--- src/rtl/uart_reg_loader.sv ---
// rtl/uart_reg_loader.sv - 8N1 serial receiver that decodes two-byte packets into APU register writes
`timescale 1ns/1ps
module uart_reg_loader #(
    parameter int OSCRATE      = 12_000_000,
    parameter int BAUDRATE     = 9600,
    parameter int TIMEOUT_BITS = 20,
    parameter int LINK_CYCLES  = OSCRATE / 20
) (
    input  logic       clk,
    input  logic       rst,
    input  logic       rx,
    output logic [4:0] reg_addr,
    output logic [7:0] reg_data,
    output logic       reg_we,
    output logic       link,
    output logic       frame_err
);

    localparam int CLKS_PER_BIT = OSCRATE / BAUDRATE;
    localparam int HALF_BIT     = CLKS_PER_BIT / 2;
    localparam int TO_LIMIT     = TIMEOUT_BITS * CLKS_PER_BIT;
    localparam int BCW          = $clog2(CLKS_PER_BIT);
    localparam int TOW          = $clog2(TO_LIMIT + 1);
    localparam int LKW          = $clog2(LINK_CYCLES + 1);

    localparam logic [BCW-1:0] BIT_LAST  = BCW'(CLKS_PER_BIT - 1);
    localparam logic [BCW-1:0] HALF_LAST = BCW'(HALF_BIT - 1);
    localparam logic [TOW-1:0] TO_MAX    = TOW'(TO_LIMIT);
    localparam logic [LKW-1:0] LINK_MAX  = LKW'(LINK_CYCLES);

    typedef enum logic [1:0] {IDLE, START, DATA, STOP} rx_state_t;
    typedef enum logic {P_ADDR, P_DATA} p_state_t;

    logic            r_sync1;
    logic            r_sync2;
    logic            r_sync_prev;
    logic            w_fall;

    rx_state_t       r_rx_state;
    rx_state_t       w_rx_next;
    logic [BCW-1:0]  r_bit_cnt;
    logic [2:0]      r_bit_idx;
    logic [7:0]      r_shift;
    logic            w_cnt_clr;
    logic            w_shift_en;
    logic            w_byte_valid;
    logic            w_stop_bad;

    p_state_t        r_p_state;
    p_state_t        w_p_next;
    logic [4:0]      r_addr_latch;
    logic [TOW-1:0]  r_to_cnt;
    logic            w_timeout;
    logic            w_addr_load;
    logic            w_write;

    logic [4:0]      r_addr;
    logic [7:0]      r_data;
    logic            r_we;
    logic            r_frame_err;
    logic [LKW-1:0]  r_link_cnt;

    // Synchronizer and edge history idle high so reset never looks like a start bit
    always_ff @(posedge clk or posedge rst) begin
        if (rst) begin
            r_sync1     <= 1'b1;
            r_sync2     <= 1'b1;
            r_sync_prev <= 1'b1;
        end else begin
            r_sync1     <= rx;
            r_sync2     <= r_sync1;
            r_sync_prev <= r_sync2;
        end
    end

    assign w_fall = r_sync_prev & ~r_sync2;

    always_ff @(posedge clk or posedge rst) begin
        if (rst) begin
            r_rx_state <= IDLE;
        end else begin
            r_rx_state <= w_rx_next;
        end
    end

    always_comb begin
        w_rx_next    = r_rx_state;
        w_cnt_clr    = 1'b0;
        w_shift_en   = 1'b0;
        w_byte_valid = 1'b0;
        w_stop_bad   = 1'b0;
        case (r_rx_state)
            IDLE: begin
                if (w_fall) begin
                    w_cnt_clr = 1'b1;
                    w_rx_next = START;
                end
            end
            START: begin
                if (r_bit_cnt == HALF_LAST) begin
                    w_cnt_clr = 1'b1;
                    w_rx_next = r_sync2 ? IDLE : DATA;
                end
            end
            DATA: begin
                if (r_bit_cnt == BIT_LAST) begin
                    w_cnt_clr  = 1'b1;
                    w_shift_en = 1'b1;
                    if (r_bit_idx == 3'd7) begin
                        w_rx_next = STOP;
                    end
                end
            end
            STOP: begin
                if (r_bit_cnt == BIT_LAST) begin
                    w_cnt_clr = 1'b1;
                    w_rx_next = IDLE;
                    if (r_sync2) begin
                        w_byte_valid = 1'b1;
                    end else begin
                        w_stop_bad = 1'b1;
                    end
                end
            end
            default: w_rx_next = IDLE;
        endcase
    end

    always_ff @(posedge clk or posedge rst) begin
        if (rst) begin
            r_bit_cnt <= '0;
            r_bit_idx <= '0;
            r_shift   <= '0;
        end else begin
            if (w_cnt_clr || (r_rx_state == IDLE)) begin
                r_bit_cnt <= '0;
            end else if (r_bit_cnt != BIT_LAST) begin
                r_bit_cnt <= r_bit_cnt + 1'b1;
            end
            if (r_rx_state == START) begin
                r_bit_idx <= '0;
            end else if (w_shift_en && (r_bit_idx != 3'd7)) begin
                r_bit_idx <= r_bit_idx + 1'b1;
            end
            // LSB arrives first, so shift in from the top
            if (w_shift_en) begin
                r_shift <= {r_sync2, r_shift[7:1]};
            end
        end
    end

    assign w_timeout = (r_to_cnt == TO_MAX);

    always_ff @(posedge clk or posedge rst) begin
        if (rst) begin
            r_p_state <= P_ADDR;
        end else begin
            r_p_state <= w_p_next;
        end
    end

    always_comb begin
        w_p_next    = r_p_state;
        w_addr_load = 1'b0;
        w_write     = 1'b0;
        case (r_p_state)
            P_ADDR: begin
                if (w_byte_valid && (r_shift[7:5] == 3'b100)) begin
                    w_addr_load = 1'b1;
                    w_p_next    = P_DATA;
                end
            end
            P_DATA: begin
                // A byte landing on the timeout cycle still counts as data
                if (w_byte_valid) begin
                    w_write  = 1'b1;
                    w_p_next = P_ADDR;
                end else if (w_stop_bad || w_timeout) begin
                    w_p_next = P_ADDR;
                end
            end
            default: w_p_next = P_ADDR;
        endcase
    end

    always_ff @(posedge clk or posedge rst) begin
        if (rst) begin
            r_addr_latch <= '0;
            r_to_cnt     <= '0;
            r_addr       <= '0;
            r_data       <= '0;
            r_we         <= 1'b0;
            r_frame_err  <= 1'b0;
        end else begin
            if (w_addr_load) begin
                r_addr_latch <= r_shift[4:0];
            end
            if (w_addr_load || (r_p_state == P_ADDR)) begin
                r_to_cnt <= '0;
            end else if (r_to_cnt != TO_MAX) begin
                r_to_cnt <= r_to_cnt + 1'b1;
            end
            r_we        <= w_write;
            r_frame_err <= w_stop_bad;
            if (w_write) begin
                r_addr <= r_addr_latch;
                r_data <= r_shift;
            end
        end
    end

    always_ff @(posedge clk or posedge rst) begin
        if (rst) begin
            r_link_cnt <= '0;
        end else if (w_byte_valid) begin
            r_link_cnt <= LINK_MAX;
        end else if (r_link_cnt != '0) begin
            r_link_cnt <= r_link_cnt - 1'b1;
        end
    end

    assign reg_addr  = r_addr;
    assign reg_data  = r_data;
    assign reg_we    = r_we;
    assign frame_err = r_frame_err;
    assign link      = (r_link_cnt != '0);

endmodule

--- config.mk ---
export PLATFORM = sky130hd
export DESIGN_NAME = uart_reg_loader
export DESIGN_NICKNAME = d
export VERILOG_FILES = /design/src/rtl/uart_reg_loader.sv
export SDC_FILE = /design/constraint.sdc
export NUM_CORES = 1
export LEC_CHECK = 0
export ABC_AREA = 1
export CORE_UTILIZATION = 65
export DETAILED_ROUTE_END_ITERATION = 7
export GPL_ROUTABILITY_DRIVEN = 0
export GPL_TIMING_DRIVEN = 0
export PLACE_DENSITY = 0.82
export SETUP_SLACK_MARGIN = 0.5
export SYNTH_ARGS = -nofsm -noshare
export SYNTH_HDL_FRONTEND = slang
export SYNTH_SLANG_ARGS = --single-unit
--- constraint.sdc ---
create_clock -name clk -period 4.85 [get_ports clk]
set_clock_uncertainty 0.05 [all_clocks]
set_input_delay 0.7275 -clock clk [delete_from_list [all_inputs] [get_ports clk]]
set_output_delay 0.7275 -clock clk [all_outputs]
set_load 0.02 [all_outputs]
* Yosys cells after proc, flatten, opt, wreduce, memory -nomap -nowiden
Index checks and enable logic that the tools add are counted.
** Operators by class
- Bitwise gates (word level) :: 3
- Reduce and logical (&&, ||, !) cells :: 13
- Equal/unequal tests :: 16
- Muxes and demuxes :: 33
- Add/subtract/negate cells :: 4
** Operator list (count)
- $mux W20 :: 2
- $mux W15 :: 2
- $mux W11 :: 2
- $reduce_bool A20 Y1 :: 1
- $sub A20 B1 Y20 const B :: 1
- $mux W1 :: 16
- $add A15 B1 Y15 const B :: 1
- $eq A15 B15 Y1 const B :: 1
- $ne A15 B15 Y1 const B :: 1
- $mux W2 :: 6
- $add A11 B1 Y11 const B :: 1
- $eq A11 B10 Y1 const B :: 1
- $eq A11 B11 Y1 const B :: 1
- $ne A11 B11 Y1 const B :: 1
- $ne A2 B2 Y1 const B :: 5
- $pmux W2 S4 :: 1
- $reduce_bool A2 Y1 :: 4
- $eq A3 B3 Y1 const B :: 2
- $mux W3 :: 2
- $reduce_and A5 Y1 :: 1
- $eq A2 B2 Y1 const B :: 2
- $add A3 B1 Y3 const B :: 1
- $logic_or A1 B1 Y1 :: 3
- $ne A3 B3 Y1 const B :: 1
- other kinds (8) :: 10
** Storage, ports and cells
- Flip-flop bits (word level) :: 83
- Input port bits :: 3
- Word-level logic and storage cells :: 84
- Output and inout bits :: 16

* Longest topological paths before layout
Gate-level depths: netlist of the first run.
- Depth after elaboration :: 8
- Mapped depth :: 13
- Gate-level depth less buffers :: 13

* Least setup slack after synthesis of the first run
Ideal clock, no wire load.
- Path type :: register to output
- Start :: register r_link_cnt[0]
- End :: output link
- Cell stages (with the launch flop) :: 6
- Data arrival time :: 1.048 ns
- Data required time :: 4.073 ns
- Path slack :: 3.025 ns
- Buffers on the path :: 0
- Cells stage by stage :: dfrtp_1 > inv_1 > ha_1 > nand3_1 > nor2_1 > nand3b_1
** On the way
- Longest elaborated chain between the ends :: 1
** Ends and longest elaborated chain
- start: declaration :: RTL line 61 : logic [LKW-1:0] r_link_cnt;
- start signal: assignment :: RTL line 218 : r_link_cnt <= r_link_cnt - 1'b1;
- $reduce_bool A20 Y1 :: RTL line 226 : assign link = (r_link_cnt != '0);
- end: declaration :: RTL line 15 : output logic link,
No other way between the ends.

* Worst setup path after layout of the first run
Ends and elaborated chain as after synthesis.

==> results of run 1 <==
[per-stage QoR]
step | utilization [%] | instance area (um^2) | setup WS (ns) | std cells | hold slack (ns)
2_1_floorplan | - | 4260 | 1.94 | 520 | 0.295
3_3_place_gp | 71.4 | 4540 | 0.685 | 615 | 0.296
3_5_place_dp | 71.9 | 4570 | 2.46 | 616 | 0.299
4_1_cts | 75.1 | 4770 | 2.06 | 631 | 0.310
5_1_grt | 75.1 | 4770 | 1.94 | 631 | 0.316
6_report | 75.1 | 4770 | 2.07 | 631 | 0.310
[state kept, by name, summed over array words and instances (netlist names), 3 cells and up, named ones only]
register,flops
reg_addr,5
reg_data,8
r_link_cnt,20
r_to_cnt,15
r_shift,8
r_bit_cnt,11
r_bit_idx,3
r_addr_latch,5
[synthesized netlist by cell type, types with 2 or more instances]
cell	instances
nand2_1	107
dfrtp_1	80
inv_1	74
nor2_1	62
nand3_1	32
o21ai_0	28
a21oi_1	18
nand4_1	16
nor3_1	14
nand2_2	13
o21ai_2	13
ha_1	9
xor2_1	9
nand3b_1	4
o211ai_1	4
buf_2	3
buf_6	3
dfstp_2	3
inv_2	3
nor4_1	3
clkinv_2	2
nand3_2	2
nor2_2	2
nor2_4	2
o21bai_1	2
or2_2	2
[how the worst min path moves through the flow]
stage	to	slack, ns
final	r_sync2	0.31
after CTS	r_sync2	0.31
after detailed placement	r_sync2	0.30
after floorplan	r_sync2	0.30
after global routing	r_sync2	0.32
after global placement	r_sync2	0.30
[worst max-delay path: stages, from the launching register on]
cell             delay, ns
dfrtp_1               0.44
inv_1                 0.16
ha_1                  0.21
nand3_1               0.08
nor2_1                0.10
nand3b_1              0.10
clkdlybuf4s50_1       0.55
[per-layer routing]
layer  vias to the layer above  wire [um]
met5                         -          0
met3                        21        349
met4                         0        184
met2                        82       4220
met1                      1665       3810
li1                       1731          -
[power by group through the flow]
stage	logic [mW]	clock network, mW	registers [mW]
after floorplan	0.137	0	0.746
after global placement	0.167	0	0.750
after detailed placement	0.181	0	0.752
after CTS	0.183	0.521	0.738
after global routing	0.211	0.544	0.741
final	0.181	0.506	0.739
[cell families after synthesis]
logic type               after synthesis
AND/OR/NAND/NOR                      264
adder cells (fa/ha/maj)                9
XOR/XNOR                               9
flip-flops                            83
AO/OA/AOI/OAI                         69
buffers and inverters                 86
[final cells by class]
cell class | count | area share (%)
Multi-Input combinational cell | 351 | 38.3
Inverter | 79 | 6.33
Clock buffer | 12 | 3.25
Clock inverter | 3 | 0.971
Buffer | 7 | 1.10
Sequential cell | 83 | 43.6
Tap cell | 77 | 2.02
Timing Repair Buffer | 19 | 4.36
==> results.sh, run 1 <==
export IMPL_synth_nets=532
export IMPL_synth_seq_cells=83
export IMPL_peakVddDrop_v=0.000306
export IMPL_worstReg2RegEnd="r_link_cnt[18]"
export IMPL_grt_pass1_vias=3364
export IMPL_ff2ff_setup_slack_ns=2.94
export IMPL_finalSetupTns_ns=0
export IMPL_synth_xor_area_share_pct=1.85
export IMPL_syn_inst=520
export IMPL_num_rows=29
export IMPL_yosysSeqAreaShare_pct=48.9
export IMPL_avgViaCountPerCell=5.55
export IMPL_clkPwrFrac_pct=35.5
export IMPL_cp_max_fo=5
export IMPL_htreeDepth=3
export IMPL_yosysWarningCount=0
export IMPL_grt_use_total_pct=27.2
export IMPL_grt_max_degree=62
export IMPL_relSlewSlack_pct=71.6
export IMPL_dr_pass1_iters=5
export IMPL_synth_edff_count=0
export IMPL_busiest_layer="met2"
export IMPL_power_density_nw_per_um2=299
export IMPL_ctsHoldBuffers=0
export IMPL_clock_sinks=83
export IMPL_wire_per_inst_um=13.6
export IMPL_ys_flop_type="dfrtp_1"
export IMPL_fin_total_pwr_mw=1.43
export IMPL_timing_final_hold_violations=0
export IMPL_drive_above_1_share_pct=12.1
export IMPL_num_vias=3499
export IMPL_drt_iter0_drc=204
export IMPL_p_sw_share_pct=27.3
export IMPL_die_area_um2=6880
export IMPL_setup_viol=0
export IMPL_synth_fa_ha_area_share_pct=2.64
export IMPL_arrival_ns=2.01
export IMPL_portBuffers=18
export IMPL_maxCapViolCount=0
export IMPL_critPathLaunchType="register"
export IMPL_root_buffer="clkbuf_8"
export IMPL_met2_usage_pct=45.5
export IMPL_netlist_top_cells_area="dfrtp_1 (47%), nand2_1 (9.4%), inv_1 (6.5%)"
export IMPL_p_comb_share_pct=12.7
export IMPL_clock_path_buffers=2
export IMPL_fill_cells=456
export IMPL_antenna_left=0
export IMPL_drt_total_wl_um=8570
export IMPL_n_antenna_cell=0
export IMPL_tritoncts="yes"
export IMPL_core_area_um2=6350
export IMPL_synth_top_family_by_area="simple AND/OR/NAND/NOR gates"
export IMPL_yosys_area_share_simple_pct=28.6
export IMPL_dieWidth_um=82.9
export IMPL_cp_end_kind="output pin"
export IMPL_tightest_slew_ns=0.426
export IMPL_cts_resized_gates=0
export IMPL_area_growth_pct=11.9
export IMPL_p_leak_nw=2.44
export IMPL_fin_crit_ns=2.78
export IMPL_whs_path_depth=0
export IMPL_clk_pin_slew_worst_paths_ns=0.08
export IMPL_dp_hpwl_um=6140
export IMPL_avgSynthCellArea_um2=8.19
export IMPL_synth_async_reset_ratio_pct=100
export IMPL_nNetsFinal=562
export IMPL_grt_use_met1_pct=35.2
export IMPL_synth_top_area_share_pct=47.0
export IMPL_route_detailed_drc=0
export IMPL_p_int_mw=1.04
export IMPL_synth_compound_area_share_pct=9.81
export IMPL_worstReg2RegStart="r_link_cnt[0]"
export IMPL_layout_common_cells="nand2_1 (107), dfrtp_1 (80), inv_1 (73), nor2_1 (62), nand3_1 (32)"
export IMPL_p_sw_mw=0.390
export IMPL_rsz0062_at_grt="no"
export IMPL_antenna_found_initial=0
export IMPL_grt_pass1_wl_um=15000
export IMPL_die_h_um=82.9
export IMPL_min_path_type="reg2reg"
export IMPL_post_cts_buffers=0
export IMPL_grt_ovfl_total=0
export IMPL_worstHoldStart="r_sync1"
export IMPL_cp_endpoint="link"
export IMPL_finalMaxSlewViolations=0
export IMPL_num_io_pins=19
export IMPL_initial_utilization_pct=67.1
export IMPL_final_common_cell="nand2_1"
export IMPL_critPathKind="reg2out"
export IMPL_status="finished clean"
export IMPL_seqCellArea_um2=2080
export IMPL_synth_mux_area_share_pct=0
export IMPL_multiInputGateArea_um2=1830
export IMPL_p_seq_share_pct=51.8
export IMPL_netlist_area_um2=4260
export IMPL_fin_crit_sh_pct=57.4
export IMPL_clkLatencyLatePin_ns=0.35
export IMPL_crit_path_start="r_link_cnt[0]"
export IMPL_cp_required_ns=4.07
export IMPL_synth_cell_types=36
export IMPL_synth_largest_area_cell="dfrtp_1"
export IMPL_rr_worst_depth=9
export IMPL_timing_fmax_ghz=0.359
export IMPL_cts_buffers=9
export IMPL_use_met3_pct=4.17
No activity file was read; power rests on OpenSTA's default activity.
==> run 2, diff against run 1 <==
CORE_UTILIZATION = 60   (was 65)
PLACE_DENSITY = 0.76   (was 0.82)
clock period = 2.6 ns   (was 4.85 ns; I/O delays follow)
==> results.sh, run 2 (synthesis gave the netlist of run 1 again) <==
export IMPL_maxCapViolCount=0
export IMPL_critPathLaunchType="register"
export IMPL_htreeDepth=3
export IMPL_ff2ff_setup_slack_ns=0.76
export IMPL_tritoncts="yes"
export IMPL_initial_utilization_pct=62.3
export IMPL_n_antenna_cell=0
export IMPL_num_rows=30
export IMPL_portBuffers=18
export IMPL_area_growth_pct=12.3
export IMPL_timing_final_hold_violations=0
export IMPL_arrival_ns=1.55
export IMPL_avgViaCountPerCell=5.39
export IMPL_cp_required_ns=2.16
export IMPL_grt_pass1_vias=3341
export IMPL_rsz0062_at_grt="no"
export IMPL_grt_pass1_wl_um=15300
export IMPL_core_area_um2=6830
export IMPL_num_io_pins=19
export IMPL_rr_worst_depth=13
export IMPL_num_vias=3512
export IMPL_worstReg2RegEnd="r_bit_cnt[9]"
export IMPL_crit_slowest_cell="dfrtp_1"
export IMPL_root_buffer="clkbuf_8"
export IMPL_whs_path_depth=0
export IMPL_cts_buffers=9
export IMPL_dp_hpwl_um=6250
export IMPL_critPathKind="reg2out"
export IMPL_worstReg2RegStart="r_bit_cnt[1]"
export IMPL_top_register="r_link_cnt"
export IMPL_status="finished clean"
export IMPL_die_h_um=86.3
export IMPL_drt_total_wl_um=8760
export IMPL_fin_crit_ns=1.99
export IMPL_p_leak_nw=2.44
export IMPL_power_density_nw_per_um2=550
export IMPL_fin_crit_sh_pct=76.7
export IMPL_grt_use_total_pct=26.5
export IMPL_worstPathCellList="inv_1, ha_2, nand3_1, nor2_1, nand3b_1, buf_2"
export IMPL_grt_max_degree=44
export IMPL_relSlewSlack_pct=39.6
export IMPL_largest_reg_flops=20
export IMPL_grt_ovfl_total=0
export IMPL_route_detailed_drc=0
export IMPL_cpPeakStageDelay_ns=0.39
export IMPL_clkLatencyLatePin_ns=0.36
export IMPL_peakVddDrop_v=0.000458
export IMPL_fin_util_pct=70.0
export IMPL_cp_max_fo=3
export IMPL_min_path_type="reg2reg"
export IMPL_finalMaxSlewViolations=0
export IMPL_top_regs="r_link_cnt (20), r_to_cnt (15), r_bit_cnt (11)"
export IMPL_final_common_cell="nand2_1"
export IMPL_antenna_left=0
export IMPL_tightest_slew_ns=0.903
export IMPL_layout_common_cells="nand2_1 (107), dfrtp_1 (80), inv_1 (72), nor2_1 (61), nand3_1 (32)"
export IMPL_clock_sinks=83
export IMPL_drt_iter0_drc=214
export IMPL_worstHoldStart="r_sync1"
export IMPL_nNetsFinal=563
export IMPL_clk_pin_slew_worst_paths_ns=0.09
export IMPL_dr_pass1_iters=5
export IMPL_cp_end_kind="output pin"
export IMPL_die_area_um2=7440
export IMPL_ctsHoldBuffers=0
export IMPL_wire_per_inst_um=13.4
export IMPL_hold_end="r_sync2"
export IMPL_dieWidth_um=86.3
export IMPL_timing_fmax_ghz=0.502
export IMPL_finalSetupTns_ns=0
export IMPL_setup_viol=0
export IMPL_clock_path_buffers=2
export IMPL_antenna_found_initial=0
export IMPL_drive_above_1_share_pct=13.1
-- run 2: worst max-delay path by stage --
stage	cells past startpoint	start	endpoint	slack (ns)
3_3_place_gp	2	rst	r_addr_latch[3]	0.29
2_1_floorplan	13	r_bit_cnt[1]	r_bit_cnt[9]	1.01
5_1_grt	6	r_link_cnt[1]	link	0.50
4_1_cts	6	r_link_cnt[0]	link	0.52
6_report	6	r_link_cnt[1]	link	0.61
3_5_place_dp	6	r_link_cnt[0]	link	0.53
-- run 2: area by class of cell --
class,count,area (um^2)
clock inverters,6,65.1
plain buffers,7,52.6
multi-input cells,351,1830
well taps,96,120
flip-flops and latches,83,2080
clock buffers,10,128
repair buffers,20,203
inverters,79,303
fillers,575,2050
-- run 2: what timing repair did --
| action | 4_1_cts | 5_1_grt |
|---|---|---|
| setup endpoints to repair | 1 | 1 |
| buffers inserted | 1 | 0 |
| resized for setup | 4 | 3 |
-- run 2: power by group --
part | switching (mW) | internal (mW) | total (mW)
Sequential | 0.0468 | 1.33 | 1.38
Combinational | 0.223 | 0.102 | 0.325
Clock | 0.478 | 0.446 | 0.924
-- run 2: per-layer routing --
metal	track usage [%]	vias up	wire length, um
met5	0	-	0
met4	10.9	0	174
met3	3.71	18	361
met2	42.3	82	4140
met1	36.8	1671	4090
li1	-	1741	-
-- run 2: critical path: cells and delay by family, from the launching register on --
family / cells / cell delay, ns
flip-flops: 1 / 0.39
adder cells (fa/ha/maj): 1 / 0.22
buffers and inverters: 2 / 0.30
AND/OR/NAND/NOR: 3 / 0.29
-- run 2: through the flow --
| stage | setup slack, ns | instances | power (mW) | cell area, um^2 | hold slack [ns] |
|---|---|---|---|---|---|
| after floorplan | 1.01 | 520 | 1.65 | 4260 | 0.295 |
| after global placement | 0.295 | 634 | 1.71 | 4560 | 0.296 |
| after detailed placement | 0.525 | 635 | 1.73 | 4580 | 0.298 |
| after CTS | 0.520 | 652 | 2.65 | 4780 | 0.309 |
| after global routing | 0.497 | 652 | 2.77 | 4780 | 0.316 |
| final | 0.606 | 652 | 2.63 | 4780 | 0.308 |
==> run 3, diff against run 2 <==
clock period = 2 ns   (was 2.6 ns; I/O delays follow)
==> results.sh, run 3 (synthesis gave the netlist of run 1 again) <==
export IMPL_drt_total_wl_um=14900
export IMPL_initial_utilization_pct=62.3
export IMPL_critPathKind="reg2out"
export IMPL_ctsHoldBuffers=0
export IMPL_dieWidth_um=86.3
export IMPL_core_area_um2=6830
export IMPL_fin_crit_ns=2.00
export IMPL_crit_family="simple AND/OR/NAND/NOR gates"
export IMPL_worstPathCellList="nor2_2, nand2_1, nor2_2, nand3b_1, buf_6"
export IMPL_power_density_nw_per_um2=685
export IMPL_num_io_pins=19
export IMPL_cp_max_fo=3
export IMPL_wire_per_inst_um=20.6
export IMPL_stdcell_area_um2=6190
export IMPL_die_h_um=86.3
export IMPL_setup_viol=0
export IMPL_met1Wirelength_um=5250
export IMPL_grt_ovfl_total=0
export IMPL_drt_iter0_drc=487
export IMPL_cp_required_ns=1.65
export IMPL_tritoncts="yes"
export IMPL_die_area_um2=7440
export IMPL_top_layer_used="met4"
export IMPL_num_rows=30
export IMPL_route_detailed_drc=1
export IMPL_dr_pass1_iters=8
export IMPL_placed_area_um2=4650
export IMPL_grt_use_total_pct=30.9
export IMPL_top_register="r_link_cnt"
export IMPL_dp_hpwl_um=5960
export IMPL_met2_length_um=7320
export IMPL_arrival_ns=1.65
export IMPL_instances_no_fill=722
export IMPL_layout_common_cells="dfrtp_1 (77), nand2_1 (69), inv_1 (59), buf_4 (41), nor2_1 (34)"
export IMPL_critPathLaunchType="register"
export IMPL_wl_met3_um=1380
export IMPL_fill_cells=283
export IMPL_clk_pin_slew_worst_paths_ns=0.09
export IMPL_cp_common_cell="nor2_2"
export IMPL_num_vias=4488
export IMPL_grt_pass1_vias=3867
export IMPL_p_leak_nw=3.07
export IMPL_antenna_found_initial=0
export IMPL_maxCapViolCount=0
export IMPL_grt_max_degree=32
export IMPL_n_antenna_cell=0
export IMPL_htreeDepth=3
export IMPL_path_buf_inv=1
export IMPL_clkLatencyLatePin_ns=0.37
export IMPL_nNetsFinal=633
export IMPL_status="finished, violations left"
export IMPL_finalSetupTns_ns=0
export IMPL_clock_path_buffers=2
export IMPL_avgViaCountPerCell=6.22
export IMPL_root_buffer="clkbuf_8"
export IMPL_cpPeakStageDelay_ns=0.46
export IMPL_fin_crit_sh_pct=99.8
export IMPL_fin_util_pct=90.5
export IMPL_portBuffers=18
export IMPL_timing_fmax_ghz=0.501
export IMPL_timing_final_hold_violations=0
export IMPL_area_growth_pct=45.2
export IMPL_tightest_slew_ns=0.724
export IMPL_rsz0062_at_grt="yes"
export IMPL_dpl_cell_count=636
export IMPL_antenna_left=0
export IMPL_top_regs="r_link_cnt (20), r_to_cnt (15), r_bit_cnt (11)"
export IMPL_relSlewSlack_pct=51.6
export IMPL_cts_buffers=9
export IMPL_grt_pass1_wl_um=17700
export IMPL_clock_sinks=83
export IMPL_min_path_type="in2reg"
export IMPL_largest_reg_flops=20
export IMPL_drive_above_1_share_pct=41.9
export IMPL_cp_end_kind="output pin"
export IMPL_peakVddDrop_v=0.000444
export IMPL_finalMaxSlewViolations=0
export IMPL_crit_slowest_cell="dfrtp_1"
export IMPL_failed_checks="design-rule violations"
export IMPL_final_common_cell="dfrtp_1"
export IMPL_fin_total_pwr_mw=4.24
==> run 3: cell count changes in the layout (fill, tap and decap cells not counted), moves of 11 or more <==
cell,previous run,this run
nand3_1,32,18
nand2_2,13,30
buf_6,3,25
nand3_2,2,13
nand2_4,1,18
nand2_1,107,69
inv_1,72,59
o21ai_0,28,10
nor2_1,61,34
clkdlybuf4s50_1,17,2
buf_4,1,41
dlygate4sd2_1,0,13
nor2_2,3,20
==> run 3: metrics by stage <==
stage / worst slack (ns) / hold slack [ns]
floorplan: 0.481 / 0.254
global placement: -0.213 / 0.297
detailed placement: 0.0882 / 0.298
CTS: 0.211 / 0.269
global route: 0.00151 / 0.266
finish: 0.00470 / 0.279
==> run 3: final timing paths <==
path | start | slack, ns | cells past startpoint | to
max in group asynchronous | rst | 0.67 | 4 | r_sync1
max | r_link_cnt[13] | 0.005 | 5 | link
min | rx | 0.28 | 1 | r_sync1
max reg2reg | r_bit_cnt[2] | 0.16 | 9 | reg_data[3]
min in group asynchronous | rst | 0.37 | 2 | r_bit_cnt[9]
min reg2reg | r_sync1 | 0.31 | 0 | r_sync2
==> run 3: cell type report <==
cell class | instances | area [um^2] | area share, %
Clock inverter | 6 | 72.6 | 1.17
Buffer | 7 | 85.1 | 1.38
Inverter | 79 | 322 | 5.20
Multi-Input combinational cell | 352 | 2470 | 40.0
Tap cell | 96 | 120 | 1.94
Clock buffer | 10 | 128 | 2.06
Sequential cell | 83 | 2080 | 33.7
Timing Repair Buffer | 89 | 902 | 14.6
==> run 3: report_power, final <==
group / internal (mW) / leakage (nW) / total [mW] / switching [mW]
clock: 0.591 / 0.0975 / 1.27 / 0.674
combinational: 0.500 / 1.83 / 1.16 / 0.657
sequential: 1.74 / 1.14 / 1.82 / 0.0808
total: 2.83 / 3.07 / 4.24 / 1.41
==> run 3: what timing repair did <==
item	4_1_cts	5_1_grt
cloned	6	0
pin swaps	23	32
endpoints found under the setup margin	83	74
gates resized for setup	130	113
buffers inserted	38	26
==> run 3: per-layer routing <==
layer  global-route usage [%]  up-vias
li1                         -     1881
met1                     38.4     2108
met2                     52.5      376
met3                     6.76      123
met4                     13.2        0
met5                        0        -
